## src/rtl/alu_operand_fetch.sv

```systemverilog
// Operand-fetch stage ahead of the ALU: register file, two-cycle Rn/Rm read
// sequence with write-first bypass, B shifter and A/B source selects.
module alu_operand_fetch #(
  parameter int DATA_W = 16,
  parameter int ADDR_W = 3
) (
  input  logic              clk,
  input  logic              reset,
  input  logic              start,
  input  logic [ADDR_W-1:0] rn,
  input  logic [ADDR_W-1:0] rm,
  input  logic [1:0]        shift,
  input  logic              asel,
  input  logic              bsel,
  input  logic [DATA_W-1:0] sximm5,
  input  logic              wb_en,
  input  logic [ADDR_W-1:0] wb_num,
  input  logic [DATA_W-1:0] wb_data,
  output logic              busy,
  output logic              op_valid,
  output logic [DATA_W-1:0] Ain,
  output logic [DATA_W-1:0] Bin
);

  localparam int NREGS = 2 ** ADDR_W;

  typedef enum logic [1:0] {
    S_IDLE,
    S_RD_A,
    S_RD_B,
    S_ISSUE
  } state_t;

  state_t              r_state;
  state_t              w_nextState;
  logic [DATA_W-1:0]   r_regs [NREGS];
  logic [DATA_W-1:0]   r_a;
  logic [DATA_W-1:0]   r_b;
  logic [ADDR_W-1:0]   r_rn;
  logic [ADDR_W-1:0]   r_rm;
  logic [1:0]          r_shift;
  logic                r_asel;
  logic                r_bsel;
  logic [DATA_W-1:0]   r_sximm5;
  logic [DATA_W-1:0]   w_shiftedB;

  always_ff @(posedge clk) begin
    if (reset) begin
      r_state <= S_IDLE;
    end else begin
      r_state <= w_nextState;
    end
  end

  always_comb begin
    w_nextState = r_state;
    busy        = 1'b1;
    op_valid    = 1'b0;
    case (r_state)
      S_IDLE: begin
        busy = 1'b0;
        if (start) w_nextState = S_RD_A;
      end
      S_RD_A:  w_nextState = S_RD_B;
      S_RD_B:  w_nextState = S_ISSUE;
      S_ISSUE: begin
        op_valid    = 1'b1;
        w_nextState = S_IDLE;
      end
      default: w_nextState = S_IDLE;
    endcase
  end

  always_ff @(posedge clk) begin
    if (reset) begin
      for (int i = 0; i < NREGS; i++) r_regs[i] <= '0;
    end else if (wb_en) begin
      r_regs[wb_num] <= wb_data;
    end
  end

  // Controls are captured only on acceptance so Ain/Bin hold until the next op.
  always_ff @(posedge clk) begin
    if (reset) begin
      r_rn     <= '0;
      r_rm     <= '0;
      r_shift  <= '0;
      r_asel   <= 1'b0;
      r_bsel   <= 1'b0;
      r_sximm5 <= '0;
    end else if (r_state == S_IDLE && start) begin
      r_rn     <= rn;
      r_rm     <= rm;
      r_shift  <= shift;
      r_asel   <= asel;
      r_bsel   <= bsel;
      r_sximm5 <= sximm5;
    end
  end

  // Write-first: a same-edge writeback to the register being read wins.
  always_ff @(posedge clk) begin
    if (reset) begin
      r_a <= '0;
      r_b <= '0;
    end else begin
      if (r_state == S_RD_A) begin
        r_a <= (wb_en && wb_num == r_rn) ? wb_data : r_regs[r_rn];
      end
      if (r_state == S_RD_B) begin
        r_b <= (wb_en && wb_num == r_rm) ? wb_data : r_regs[r_rm];
      end
    end
  end

  always_comb begin
    w_shiftedB = r_b;
    case (r_shift)
      2'b01:   w_shiftedB = {r_b[DATA_W-2:0], 1'b0};
      2'b10:   w_shiftedB = {1'b0, r_b[DATA_W-1:1]};
      2'b11:   w_shiftedB = {r_b[DATA_W-1], r_b[DATA_W-1:1]};
      default: w_shiftedB = r_b;
    endcase
  end

  assign Ain = r_asel ? '0 : r_a;
  assign Bin = r_bsel ? r_sximm5 : w_shiftedB;

endmodule
```

## config.mk

```make
export PLATFORM = sky130hd
export DESIGN_NAME = alu_operand_fetch
export DESIGN_NICKNAME = d
export VERILOG_FILES = /design/src/rtl/alu_operand_fetch.sv
export SDC_FILE = /design/constraint.sdc
export NUM_CORES = 1
export LEC_CHECK = 0
export CAP_MARGIN = 20
export CORE_AREA = 8 8 173 175
export CTS_CLUSTER_SIZE = 20
export DETAILED_ROUTE_END_ITERATION = 16
export DIE_AREA = 0 0 181 183
export DONT_BUFFER_PORTS = 1
export PLACE_DENSITY = 0.54
export SLEW_MARGIN = 0
export SYNTH_ARGS = -nofsm -noshare
export SYNTH_HDL_FRONTEND = slang
export SYNTH_SLANG_ARGS = --single-unit
```

## constraint.sdc

```tcl
create_clock -name clk -period 2.14 [get_ports clk]
set_input_delay 0.535 -clock clk [delete_from_list [all_inputs] [get_ports clk]]
set_output_delay 0.535 -clock clk [all_outputs]
set_load 0.01 [all_outputs]
```

==> results.txt, run 1 <==
vias in the first global route: 6,267
Peak Freq: 465 MHz
HPWL after DPL: 19,100 um
post-route clock period utilization: 100%
Die Height: 183 um
CP Launch Point: r_shift[0]
WL/cell: 22.1 um
post-synth cell types: 34
global-route wire length before repair: 40,200 um
Syn-to-layout area delta: 12.9%
CORE AREA: 27,300 um2
CP cell instances: buf_12 -> mux2i_1 -> nor2_1 -> a21oi_1 -> o21ai_1 -> buf_4
final net count: 883
Critical Path Fanout Max: 9
fin util: 40.0%
Die ar.: 33,100 um2
launching point of the worst reg2reg path: r_rn[2]
critical path class: reg -> out
violated checks: negative setup slack
grt met2 use: 24.7%
HP Class: in -> reg
reg2reg path depth: 5
chip width: 181 um
Max VDD drop: 0.574 mV
diodes inserted: 0
Critical Path Slowest Stage Cell: dfxtp_4
RSZ-0062 raised after global routing: true
r2r setup slk: 0.33 ns
commonest cells after routing, fill and taps aside: and2_1 (129), edfxtp_1 (128), nand2_1 (74)
Row Count: 61
Max Cap Viol: 0
Place WS: 0.322 ns
Finish-stage setup viols: 1
cell leakage power: 3.73 nW
# DRC: 0
sequential power share: 43.3%
Critical path destination: Bin[11]
Critical R2R Capture: r_a[9]
cells after synthesis: 826
Final GP Congestion: 0.820
Cell Int Power: 7.39 mW
P per Cell Area: 988 nW/um2
CP max stage delay: 0.40 ns
post-route minimum period: 2.15 ns
CTS tree: yes
crit path DAT: 1.62 ns
P_sw: 3.40 mW
Synth Cell Area: 9670 um2
YS warnings: 0
clock skew: 0.0154 ns
Reg clk slew, reported paths: 0.07 ns
GRT met3 Usage: 3.13%
Fin. Hold Viols: 0
largest net degree at the start of global routing: 44
GRT Total Usage: 15.9%
Clock Latency Late Sink: 0.43 ns
crit path capture type: output port
Sw Share: 31.5%
IO Port Bufs: 0
io pins: 83
Num CTS Buffers: 17
post-route ant nets: 0
CTS Buffer Depth: 2
clock share of power: 30.1%
status: complete, but fails checks
commonest non-fill, non-tap cell in the layout: and2_1
vias post-DR: 6,384
DRT Pass-1 Iters: 5
grt peak-use layer: met2
Initial Util: 35.4%
pin slew with the least headroom to its limit: 0.749 ns
Hold Slack: 0.184 ns
final worst slack: -0.0100 ns
slew margin rel.: 49.9%
cell area after layout: 10,900 um2
Max Slew Vio Count: 0
Mean Syn Cell Area: 11.7 um2
clk sinks: 188
fillers: 2,548
crit path launch type: register
dpl cell area: 10,200 um2
combinational power share: 26.5%
CTS H-tree lvls: 4
root buffer cell: clkbuf_16
antenna violations before repair: 0
flops & latches, synth: 188
first-iteration detailed-routing DRC count: 516
Synthesized Nets: 879
Crit path required time: 1.60 ns
Fin Setup TNS: -0.0100 ns
total detailed-routing wirelength: 26,300 um
layout cells sized above 1: 24.7%
GRT met1 Usage: 22.2%
sequential area share after synthesis: 52.2%
total congestion overflow: 0
Via density: 5.37
-- layout make-up --
cell class                      count  area, um2  share of cell area (%)
Timing Repair Buffer               45        424                    3.88
Multi-Input combinational cell    574       4400                    40.3
Clock inverter                     15        174                    1.59
Sequential cell                   188       5050                    46.3
Inverter                            4       15.0                   0.138
Clock buffer                       17        425                    3.90
Tap cell                          346        433                    3.96
-- routing by layer --
layer,vias up,wire length [um]
met1,3130,12600
li1,3043,-
met2,189,11900
met3,22,1410
met4,0,419
met5,-,0
-- flip-flops by register name, indices dropped and copies added, names as in the netlist, 2 cells and up --
name,cells
r_shift,2
r_rn,3
r_b,16
r_sximm5,16
r_regs,128
r_a,16
r_rm,3
r_state,2
-- Yosys cell counts --
cell type	count	area share, %
inv_1	4	0.16
clkbuf_1	35	1.4
mux2i_1	28	2.9
a211oi_1	1	0.078
mux2_2	72	8.4
nor2b_1	18	1.2
or3_1	1	0.065
and4_1	1	0.091
and2_1	129	8.3
a221o_1	18	1.9
or2_2	10	0.65
buf_6	2	0.23
o21ai_0	31	1.6
nand2_1	74	2.9
edfxtp_1	128	40
nor4_4	1	0.22
ha_1	4	0.52
a21oi_1	42	2.2
nand2b_1	8	0.52
xnor2_1	4	0.36
a22oi_1	15	1.2
mux4_2	28	6.5
buf_2	22	1.1
dfxtp_1	60	12
o22ai_1	36	2.3
and3b_1	1	0.091
nand3b_1	1	0.078
nor2_1	26	1.0
xor2_4	1	0.28
nor3_1	20	1.0
a41o_1	1	0.10
xor2_1	2	0.18
o41ai_4	1	0.28
buf_4	1	0.078
-- how the worst min path moves through the flow --
stage                 startpoint            to  slack [ns]  depth (start not counted)
floorplan           r_sximm5[10]  r_sximm5[10]        0.44                          2
global placement    r_sximm5[12]  r_sximm5[12]        0.44                          2
detailed placement   r_sximm5[4]   r_sximm5[4]        0.44                          2
CTS                        reset       r_rn[1]        0.15                          1
global route               reset       r_rn[1]        0.15                          1
finish                     reset       r_rm[2]        0.18                          1
-- worst max-delay path, delay by kind of cell (launching register included) --
| family | cells | cell delay [ns] |
|---|---|---|
| flops | 1 | 0.40 |
| buf+inv | 2 | 0.31 |
| compound gates | 2 | 0.25 |
| mux | 1 | 0.18 |
| simple gates | 1 | 0.05 |
-- power groups by stage --
stage	Combinational (mW)	Sequential, mW	Clock (mW)
6_report	2.86	4.68	3.25
5_1_grt	3.11	4.73	3.46
4_1_cts	2.86	4.67	3.32
3_5_place_dp	2.81	4.73	0
3_3_place_gp	2.79	4.73	0
2_1_floorplan	2.07	4.58	0
-- what timing repair did --
| action | in CTS | in global routing |
|---|---|---|
| cloned | 1 | 0 |
| resized for setup | 17 | 15 |
| endpoints found under the setup margin | 15 | 15 |
| hold buffers | 0 | 0 |
| setup buffers | 0 | 0 |
-- kinds of logic after synthesis --
logic type,share of synthesized area [%]
xor gates and xnor gates,0.828
muxes,17.8
AOI/OAI and AO/OA,9.60
buffers and inverters,2.96
adders and majority gates,0.517
DFF,52.2
and+or+nand+nor,16.1
-- per-stage QoR --
| step | total power, mW | cells |
|---|---|---|
| after floorplan | 6.65 | 826 |
| after global placement | 7.52 | 1156 |
| after detailed placement | 7.54 | 1156 |
| after CTS | 10.8 | 1189 |
| after global routing | 11.3 | 1189 |
| final | 10.8 | 1189 |
Note: power is estimated with default switching activity, not from simulation.
==> run 2, diff against run 1 <==
--- a/config.mk
+++ b/config.mk
@@ -11,7 +11,7 @@
 export DETAILED_ROUTE_END_ITERATION = 16
 export DIE_AREA = 0 0 181 183
 export DONT_BUFFER_PORTS = 1
-export PLACE_DENSITY = 0.54
+export PLACE_DENSITY = 0.49
 export SLEW_MARGIN = 0
 export SYNTH_ARGS = -nofsm -noshare
 export SYNTH_HDL_FRONTEND = slang
==> results.txt, run 2 (synthesized netlist as in run 1, its figures left out) <==
status: complete, but fails checks
violated checks: negative setup slack
WL/cell: 24.7 um (+12%)
fillers: 2,563 (+0.59%)
vias post-DR: 6,678 (+4.6%)
dpl cells: 1,161 (+0.43%)
total power: 10.7 mW (-0.66%)
critical path class: reg -> out
clk sinks: 188 (unchanged)
pin slew with the least headroom to its limit: 0.709 ns (-0.0404 ns)
post-route minimum period: 2.17 ns (+0.0213 ns)
GRT Total Usage: 17.9% (+2.0 points)
# DRC: 0 (unchanged)
HPWL after DPL: 20,900 um (+9.2%)
Max VDD drop: 0.572 mV (-0.24%)
DRT Pass-1 Iters: 5 (unchanged)
post-route ant nets: 0 (unchanged)
CTS H-tree lvls: 4 (unchanged)
final worst slack: -0.0313 ns (-0.0213 ns)
layout cells sized above 1: 24.9% (+0.24 points)
Num CTS Buffers: 17 (unchanged)
Crit path required time: 1.60 ns (about the same)
slew margin rel.: 52.7% (+2.9 points)
largest net degree at the start of global routing: 44 (unchanged)
vias in the first global route: 6,633 (+5.8%)
root buffer cell: clkbuf_16
total detailed-routing wirelength: 29,600 um (+12%)
Syn-to-layout area delta: 13.3%
IO Port Bufs: 0 (unchanged)
Fin. Hold Viols: 0 (unchanged)
Final GP Congestion: 0.811 (-1.2%)
clock skew: 0.0182 ns (+0.00284 ns)
CTS tree: yes
Critical Path Fanout Max: 4 (-5)
RSZ-0062 raised after global routing: true
register with the most flip-flops: r_regs
commonest non-fill, non-tap cell in the layout: and2_1
P per Cell Area: 978 nW/um2 (-1.0%)
Max Cap Viol: 0 (unchanged)
Die ar.: 33,100 um2 (unchanged)
Peak Freq: 461 MHz (-0.98%)
total congestion overflow: 0 (unchanged)
commonest cells after routing, fill and taps aside: and2_1 (129), edfxtp_1 (128), nand2_1 (73)
final net count: 891 (+0.91%)
Fin Setup TNS: -0.0774 ns (-0.0674 ns)
Row Count: 61 (unchanged)
max reg flops: 128 (unchanged)
Initial Util: 35.4% (unchanged)
crit path launch type: register
Via density: 5.58 (+3.9%)
cell leakage power: 3.77 nW (+1.0%)
global-route wire length before repair: 44,500 um (+11%)
footprint of the multi-input gates: 4380 um2 (-0.37%)
HP Class: in -> reg
post-route insts no fill: 1,197 (+0.67%)
io pins: 83 (unchanged)
register area: 5050 um2 (unchanged)
fin util: 40.1% (+0.15 points)
Max Slew Vio Count: 0 (unchanged)
Finish-stage setup viols: 8 (+7)
post-route clock period utilization: 101% (+1.0 points)
crit path capture type: output port
crit path DAT: 1.64 ns (+0.02 ns)
Place WS: -0.0232 ns (-0.346 ns)
CORE AREA: 27,300 um2 (unchanged)
Reg clk slew, reported paths: 0.08 ns (about the same)
Clock Latency Late Sink: 0.43 ns (about the same)
CTS Buffer Depth: 2 (unchanged)
diodes inserted: 0 (unchanged)
chip width: 181 um (unchanged)
antenna violations before repair: 0 (unchanged)
Die Height: 183 um (unchanged)
first-iteration detailed-routing DRC count: 651 (+26%)
-- run 2: cell type report --
| class | count | area share (%) |
|---|---|---|
| inverter | 4 | 0.137 |
| sequential | 188 | 46.1 |
| timing repair buffer | 53 | 4.81 |
| tap | 346 | 3.95 |
| clock inverter | 14 | 1.14 |
| clock buffer | 18 | 3.92 |
| multi-input combinational | 574 | 40.0 |
-- run 2: layer usage --
| layer | GRT usage (%) | vias up | part of all wire [%] |
|---|---|---|---|
| li1 | - | 3056 | - |
| met1 | 24.6 | 3370 | 46 |
| met2 | 28.1 | 227 | 45 |
| met3 | 3.98 | 25 | 7.1 |
| met4 | 4.76 | 0 | 1.4 |
| met5 | 0 | - | 0 |
-- run 2: final timing paths --
check / start / to / slack, ns / depth (start not counted)
hold / removal: reset / r_state[1] / 0.18 / 1
setup reg to reg: r_rn[1] / r_a[5] / 0.14 / 5
setup / recovery: r_shift[0] / Bin[1] / -0.03 / 6
hold reg to reg: r_sximm5[14] / r_sximm5[14] / 0.46 / 2
-- run 2: worst max-delay path: stages (launching register included) --
cell,delay (ns)
dfxtp_4,0.41
clkbuf_16,0.16
mux2i_1,0.17
nor2_1,0.05
a21oi_1,0.15
o21ai_1,0.09
buf_4,0.16
-- run 2: power by group --
part | switching, mW | leakage [nW] | internal, mW | total, mW
Clock | 1.50 | 0.268 | 1.54 | 3.04
Combinational | 1.66 | 1.78 | 1.33 | 2.99
Sequential | 0.362 | 1.72 | 4.33 | 4.69
Total | 3.52 | 3.77 | 7.20 | 10.7
-- run 2: what timing repair did --
| action | 4_1_cts | 5_1_grt |
|---|---|---|
| pin swaps | 1 | 0 |
| endpoints found under the setup margin | 16 | 17 |
| hold endpoints to repair | 0 | 0 |
| gates resized for setup | 11 | 17 |
| setup buffers | 2 | 0 |
| hold buffers | 0 | 0 |
| gates cloned | 1 | 1 |
-- run 2: through the flow --
stage / hold WS [ns] / cell area, um2
CTS: 0.146 / 10900
global placement: 0.437 / 10300
floorplan: 0.436 / 9670
finish: 0.180 / 11000
global route: 0.158 / 11000
detailed placement: 0.445 / 10300
==> run 3, diff against run 2 <==
==> constraint.sdc (replaced) <==
create_clock -name clk -period 2.14 [get_ports clk]
set_input_delay 0.642 -clock clk [delete_from_list [all_inputs] [get_ports clk]]
set_output_delay 0.642 -clock clk [all_outputs]
set_load 0.01 [all_outputs]
==> results.txt, run 3 (synthesized netlist as in run 1, its figures left out) <==
clk sinks: 188 (unchanged)
GRT Total Usage: 17.0% (-0.89 points)
HP Class: in -> reg
Row Count: 61 (unchanged)
max reg flops: 128 (unchanged)
antenna violations before repair: 0 (unchanged)
RSZ-0062 raised after global routing: true
Clock Latency Late Sink: 0.44 ns (about the same)
largest net degree at the start of global routing: 44 (unchanged)
Die ar.: 33,100 um2 (unchanged)
CORE AREA: 27,300 um2 (unchanged)
clock skew: 0.0134 ns (-0.00480 ns)
diodes inserted: 0 (unchanged)
Post-CTS Hold Buffers: 0 (unchanged)
crit path launch type: register
violated checks: negative setup slack
Num CTS Buffers: 17 (unchanged)
final worst slack: -0.147 ns (-0.115 ns)
crit path DAT: 1.64 ns (about the same)
cell leakage power: 3.80 nW (+0.69%)
CTS tree: yes
Peak Freq: 437 MHz (-5.0%)
first-iteration detailed-routing DRC count: 648 (-0.46%)
Die Height: 183 um (unchanged)
register with the most flip-flops: r_regs
Final GP Congestion: 0.810 (-0.11%)
slew margin rel.: 50.2% (-2.6 points)
P per Cell Area: 981 nW/um2 (+0.32%)
DRT Pass-1 Iters: 7 (+2)
post-route minimum period: 2.29 ns (+0.115 ns)
Syn-to-layout area delta: 14.1%
total detailed-routing wirelength: 27,900 um (-5.9%)
Crit path required time: 1.50 ns (-0.10 ns)
Max VDD drop: 0.539 mV (-5.8%)
HPWL after DPL: 20,400 um (-2.1%)
total congestion overflow: 0 (unchanged)
critical path class: reg -> out
Max Slew Vio Count: 0 (unchanged)
CTS H-tree lvls: 4 (unchanged)
Max Cap Viol: 0 (unchanged)
post-route ant nets: 0 (unchanged)
Hold Slack: 0.282 ns (+0.103 ns)
pin slew with the least headroom to its limit: 0.747 ns (+0.0386 ns)
WL/cell: 23.3 um (-6.0%)
vias in the first global route: 6,665 (+0.48%)
fillers: 2,577 (+0.55%)
vias post-DR: 6,529 (-2.2%)
final net count: 892 (+0.11%)
commonest non-fill, non-tap cell in the layout: and2_1
status: complete, but fails checks
register area: 5050 um2 (about the same)
fin util: 40.4% (+0.29 points)
chip width: 181 um (unchanged)
io pins: 83 (unchanged)
Finish-stage setup viols: 15 (+7)
crit path capture type: output port
Initial Util: 35.4% (unchanged)
CTS Buffer Depth: 2 (unchanged)
total power: 10.8 mW (+1.0%)
Fin. Hold Viols: 0 (unchanged)
# DRC: 0 (unchanged)
Reg clk slew, reported paths: 0.08 ns (about the same)
Critical Path Fanout Max: 5 (+1)
Via density: 5.45 (-2.3%)
global-route wire length before repair: 43,100 um (-3.1%)
root buffer cell: clkbuf_16
IO Port Bufs: 0 (unchanged)
footprint of the multi-input gates: 4370 um2 (-0.20%)
post-route clock period utilization: 107% (+5.4 points)
layout cells sized above 1: 24.9% (-0.029 points)
commonest cells after routing, fill and taps aside: and2_1 (129), edfxtp_1 (128), nand2_1 (74)
run 3: critical path: stages (launching register included):
cell,delay [ns]
dfxtp_4,0.41
buf_12,0.14
mux2i_1,0.21
nor2_1,0.09
a21oi_2,0.11
o21ai_1,0.09
buf_4,0.15
run 3: what timing repair did:
| action | 4_1_cts | 5_1_grt |
|---|---|---|
| pin swaps | 1 | 5 |
| endpoints found under the setup margin | 16 | 16 |
| resized for setup | 5 | 14 |
| setup buffers | 0 | 2 |
| cloned | 2 | 1 |
run 3: cell type report:
cell class              instances  share of cell area, %
clock buffers                  17                   3.85
clock inverters                15                   1.35
inverters                       4                  0.136
multi-input cells             574                   39.6
flip-flops and latches        188                   45.8
well taps                     346                   3.92
repair buffers                 54                   5.37
run 3: path summary, 6_finish.rpt:
check,startpoint,end,slack (ns),cells after the start
setup / recovery,r_shift[0],Bin[4],-0.15,6
hold / removal,reset,r_state[1],0.28,1
setup reg to reg,r_state[0],r_b[5],0.19,6
hold reg to reg,r_sximm5[3],r_sximm5[3],0.45,2
run 3: metrics by stage:
stage          cell area [um2]  instances  worst slack (ns)  setup TNS, ns
2_1_floorplan             9670        826             0.106              0
3_3_place_gp             10300       1161             0.163              0
3_5_place_dp             10300       1161             0.144              0
4_1_cts                  11000       1195            -0.180          -2.01
5_1_grt                  11000       1198            -0.234          -3.06
6_report                 11000       1198            -0.147          -1.64
run 3: routing by layer:
| layer | track usage (%) | share of wire [%] | wire, um | vias up |
|---|---|---|---|---|
| met3 | 4.19 | 6.5 | 1810 | 16 |
| met2 | 26.8 | 46 | 12700 | 208 |
| li1 | - | - | - | 3051 |
| met1 | 23.2 | 47 | 13000 | 3254 |
| met4 | 4.26 | 0.98 | 273 | 0 |
| met5 | 0 | 0 | 0 | - |
run 3: where the power goes:
group          switching [mW]  leakage (nW)  internal (mW)  total, mW
combinational            1.64          1.80           1.38       3.02
sequential              0.352          1.72           4.33       4.68
clock                    1.58         0.274           1.56       3.13
